## config.mk

```make
export PLATFORM = sky130hd
export DESIGN_NAME = gate_input_conditioner
export DESIGN_NICKNAME = d
export VERILOG_FILES = /design/src/rtl/gate_input_conditioner.sv
export SDC_FILE = /design/constraint.sdc
export NUM_CORES = 1
export LEC_CHECK = 0
export CAP_MARGIN = 30
export CORE_ASPECT_RATIO = 1.4
export CORE_MARGIN = 2
export CORE_UTILIZATION = 64
export DETAILED_ROUTE_END_ITERATION = 7
export PLACE_DENSITY_LB_ADDON = 0.1
export SETUP_SLACK_MARGIN = 0.4
export SLEW_MARGIN = 20
export SYNTH_ARGS = -nofsm -noshare
export SYNTH_HDL_FRONTEND = slang
export SYNTH_SLANG_ARGS = --single-unit
```

## constraint.sdc

```tcl
create_clock -name clk -period 4.15 [get_ports clk]
set_input_delay 1.0375 -clock clk [delete_from_list [all_inputs] [get_ports clk]]
set_output_delay 1.0375 -clock clk [all_outputs]
set_load 0.005 [all_outputs]
```

## src/rtl/gate_input_conditioner.sv

```systemverilog
// Two-channel switch front end: each raw input is double-flop synchronised and
// debounced by a four-state FSM, producing clean levels, edge pulses and a change strobe.
module gate_input_conditioner #(
    parameter int DEBOUNCE_CYCLES = 1000000,
    parameter int CNT_W           = $clog2(DEBOUNCE_CYCLES + 1)
) (
    input  logic clk,
    input  logic rst,
    input  logic sw_a_raw,
    input  logic sw_b_raw,
    output logic a,
    output logic b,
    output logic a_rise,
    output logic a_fall,
    output logic b_rise,
    output logic b_fall,
    output logic changed
);

    typedef enum logic [1:0] {
        STABLE_LO = 2'd0,
        WAIT_HI   = 2'd1,
        STABLE_HI = 2'd2,
        WAIT_LO   = 2'd3
    } state_t;

    localparam logic [CNT_W-1:0] CNT_LAST = CNT_W'(DEBOUNCE_CYCLES - 1);
    localparam logic [CNT_W-1:0] CNT_ONE  = CNT_W'(1);

    logic [1:0] raw_vec;
    logic [1:0] level_vec;
    logic [1:0] rise_vec;
    logic [1:0] fall_vec;
    logic [1:0] rise_evt;
    logic [1:0] fall_evt;
    logic       changed_reg;

    assign raw_vec = {sw_b_raw, sw_a_raw};

    genvar gi;
    generate
        for (gi = 0; gi < 2; gi++) begin : g_chan
            logic             s1_reg;
            logic             s2_reg;
            state_t           state_reg;
            logic [CNT_W-1:0] cnt_reg;
            logic             level_reg;
            logic             rise_reg;
            logic             fall_reg;

            always_ff @(posedge clk or posedge rst) begin
                if (rst) begin
                    s1_reg <= 1'b0;
                    s2_reg <= 1'b0;
                end else begin
                    s1_reg <= raw_vec[gi];
                    s2_reg <= s1_reg;
                end
            end

            // Qualifying edge of this cycle; shared by the pulse flops and the change strobe.
            assign rise_evt[gi] = (state_reg == WAIT_HI) && s2_reg && (cnt_reg == CNT_LAST);
            assign fall_evt[gi] = (state_reg == WAIT_LO) && !s2_reg && (cnt_reg == CNT_LAST);

            always_ff @(posedge clk or posedge rst) begin
                if (rst) begin
                    state_reg <= STABLE_LO;
                    cnt_reg   <= '0;
                    level_reg <= 1'b0;
                    rise_reg  <= 1'b0;
                    fall_reg  <= 1'b0;
                end else begin
                    rise_reg <= rise_evt[gi];
                    fall_reg <= fall_evt[gi];
                    case (state_reg)
                        STABLE_LO: begin
                            if (s2_reg) begin
                                state_reg <= WAIT_HI;
                                cnt_reg   <= CNT_ONE;
                            end else begin
                                cnt_reg <= '0;
                            end
                        end
                        WAIT_HI: begin
                            if (!s2_reg) begin
                                state_reg <= STABLE_LO;
                                cnt_reg   <= '0;
                            end else if (cnt_reg == CNT_LAST) begin
                                state_reg <= STABLE_HI;
                                cnt_reg   <= '0;
                                level_reg <= 1'b1;
                            end else begin
                                cnt_reg <= cnt_reg + CNT_ONE;
                            end
                        end
                        STABLE_HI: begin
                            if (!s2_reg) begin
                                state_reg <= WAIT_LO;
                                cnt_reg   <= CNT_ONE;
                            end else begin
                                cnt_reg <= '0;
                            end
                        end
                        WAIT_LO: begin
                            if (s2_reg) begin
                                state_reg <= STABLE_HI;
                                cnt_reg   <= '0;
                            end else if (cnt_reg == CNT_LAST) begin
                                state_reg <= STABLE_LO;
                                cnt_reg   <= '0;
                                level_reg <= 1'b0;
                            end else begin
                                cnt_reg <= cnt_reg + CNT_ONE;
                            end
                        end
                        default: begin
                            state_reg <= STABLE_LO;
                            cnt_reg   <= '0;
                            level_reg <= 1'b0;
                        end
                    endcase
                end
            end

            assign level_vec[gi] = level_reg;
            assign rise_vec[gi]  = rise_reg;
            assign fall_vec[gi]  = fall_reg;
        end
    endgenerate

    always_ff @(posedge clk or posedge rst) begin
        if (rst) begin
            changed_reg <= 1'b0;
        end else begin
            changed_reg <= |{rise_evt, fall_evt};
        end
    end

    assign a       = level_vec[0];
    assign b       = level_vec[1];
    assign a_rise  = rise_vec[0];
    assign a_fall  = fall_vec[0];
    assign b_rise  = rise_vec[1];
    assign b_fall  = fall_vec[1];
    assign changed = changed_reg;

endmodule

```

==> flow_metrics.tcl <==
set metrics [dict create \
    start_util 0.6631 \
    holdWs_ns 0.3528 \
    die_h_um 79.07 \
    die_w_um 57.62 \
    synthCells 249 \
    cts_tree "built" \
    synth.avg_cell_area_um2 10.35 \
    p_per_area_nw_per_um2 326.2 \
    drtAntennaViolNets 0 \
    layout.nets 269 \
    fin_ws_ns 1.859 \
    drv_cap 0 \
    fin_cells 306 \
    synthAdderAreaFrac 0.009713 \
    placed_cell_area_um2 2718 \
    place_inst 299 \
    ys_warn_count 0 \
    setup_viol 0 \
    ys_seq_area_frac 0.5342 \
    clk_latency_ns 0.30 \
    hold_viol 0 \
    wirelength_um 4682 \
    syn2layout_area_growth_pct 9.616 \
    skew_ns 0.01186 \
    fmax_ghz 0.4364 \
    vdd.ir_drop.worst_mv 0.2660 \
    cp-end-kind "flop" \
    io_buffers 10 \
    num_antenna_cells 0 \
    synth-simple-area-share 0.2482 \
    r2r_setup_slack_ns 1.86 \
    row_count 27 \
    dp_hpwl_um 3361 \
    min_path_type "flop to flop" \
    multiInputGateArea_um2 1135 \
    postLayoutCoreUtil 0.7269 \
    clock-sinks 55 \
    period_minus_slack_ns 2.291 \
    tightestPinTransition_ns 0.7958 \
    grt_pass1_vias 1821 \
    clk_pin_slew_worst_paths_ns 0.09 \
    grt_max_degree 33 \
    register_area_um2 1376 \
    p_total_mw 0.9210 \
    die_area_um2 4556 \
    cts-resized-gates 0 \
    cts_setup_buffers 0 \
    syn-num-nets 255 \
    path_cells "ha_1 > and4_1 > nand4_1 > o311ai_4 > nor2_1" \
    yosys-mux-area-fraction 0 \
    post_drt_wl_per_cell_um 15.30 \
    place_ws_ns 1.838 \
    status "complete, no violations" \
    dr.first_iter.drc_count 84 \
    gp_congestion 0.7602 \
    rsz0062_at_grt "false" \
    cts_made_buffers 5 \
    syn_area_um2 2576 \
    ctsHoldBuffers 0 \
    ys_ff_latch 55 \
    synth_most_common_cell "dfrtp_1" \
    synth_top_area_cell "dfrtp_1" \
    crit_fanout 19 \
    synth-edff-count 0 \
    synthArstFlopShare 1.000 \
    route.detailed.drc 0 \
    required_ns 4.30 \
    grt.total_usage 0.2327 \
    cts-root-buf "clkbuf_8" \
    synth_top_area_share 0.5342 \
    grt_overflow 0 \
    synth_top_family_by_area "simple AND/OR/NAND/NOR gates" \
    vias_per_cell 6.101 \
    critical_path_class "flop to flop" \
    arrival_ns 2.45 \
    ioPinCount 11 \
    cts_max_path_buffers 2 \
    maxSlewHeadroom 0.4682 \
    final_area_um2 2824 \
    firstDrtPassIters 5 \
    drive_gt1_frac 0.06464 \
    fillers 290 \
    tns_ns 0 \
    startpoint_type "flop" \
    synth_ff_type "dfrtp_1" \
    synth_compound_area_frac 0.08742 \
    synth_xor_xnor_area_share 0.09519 \
    synthTopCellsByArea "dfrtp_1 53%, xnor2_1 4.8%, xor2_1 4.8%, nor2_1 4.7%, nand4_1 3.2%" \
    leakage_nw 1.192 \
    synth.top_cells.by_count "55 x dfrtp_1, 32 x nor2_1, 16 x nand2_1, 14 x xnor2_1, 14 x xor2_1" \
    slew_violations 0 \
    cpPeakStageDelay_ns 0.75 \
    post-route-period-util 0.5522 \
    core_um2 3885 \
    grt_first_pass_wirelength_um 8300 \
    ys_types 39 \
    antenna_found_initial 0 \
    vias 1867 \
    largest_reg_flops 40 \
    ctsHtreeMaxLevel 2 \
    slowest_stage "o311ai_4" \
]
## logic make-up (layout without fill, tap and decap cells)
logic type,count (synthesis),after routing
and+or+nand+nor,115,115
DFF,55,55
AOI/OAI and AO/OA,35,35
buffers and inverters,14,28
xor gates and xnor gates,28,28
adders and majority gates,2,2
## critical path, delay by kind of cell (launching register included)
kind	cells	cell delay, ns
simple gates	3	0.81
flops	1	0.38
compound gates	1	0.75
fa+ha+maj	1	0.22
## area by class of cell
| cell class | count | area share |
|---|---|---|
| multi-input cells | 180 | 0.4019 |
| inverters | 9 | 0.01196 |
| flip-flops and latches | 55 | 0.4874 |
| repair buffers | 12 | 0.04209 |
| clock inverters | 2 | 0.01329 |
| well taps | 43 | 0.01905 |
| clock buffers | 5 | 0.02437 |
## layout by cell type (no fill, tap or decap), types with 5 or more instances in the layout
cell type and n:
o21ai_0 12, and3_1 9, clkdlybuf4s50_1 10, a21oi_1 10, inv_1 8, xor2_1 14
nand3_1 9, xnor2_1 14, or3_1 5, dfrtp_1 55, nand2_1 16, clkbuf_8 5
nand4_1 13, nor4_1 6, nor2_1 32
## power breakdown
part | total (mW) | switching (mW) | internal, mW | leakage, nW
registers | 0.545 | 0.00427 | 0.541 | 0.750
clock network | 0.345 | 0.168 | 0.177 | 0.0502
logic | 0.0313 | 0.0220 | 0.00927 | 0.391
## layer usage
metal  global-route usage  share of wire
met4              0.07209          0.011
met5                    0              0
met3              0.03746          0.019
met1               0.2719           0.41
met2               0.4273           0.56
## worst paths after layout
path / from / depth (start not counted) / to
worst max-delay path: g_chan[0].cnt_reg[0]$_DFF_PP0_ / 5 / g_chan[0].cnt_reg[9]$_DFF_PP0_
worst min-delay path: g_chan[0].s1_reg$_DFF_PP0_ / 0 / g_chan[0].s2_reg$_DFF_PP0_
worst max register to register: g_chan[0].cnt_reg[0]$_DFF_PP0_ / 5 / g_chan[0].cnt_reg[9]$_DFF_PP0_
worst min register to register: g_chan[0].s1_reg$_DFF_PP0_ / 0 / g_chan[0].s2_reg$_DFF_PP0_
max in group asynchronous: rst / 3 / g_chan[0].cnt_reg[12]$_DFF_PP0_
min in group asynchronous: rst / 2 / g_chan[1].cnt_reg[17]$_DFF_PP0_
Power figures use the tool's default switching activity.
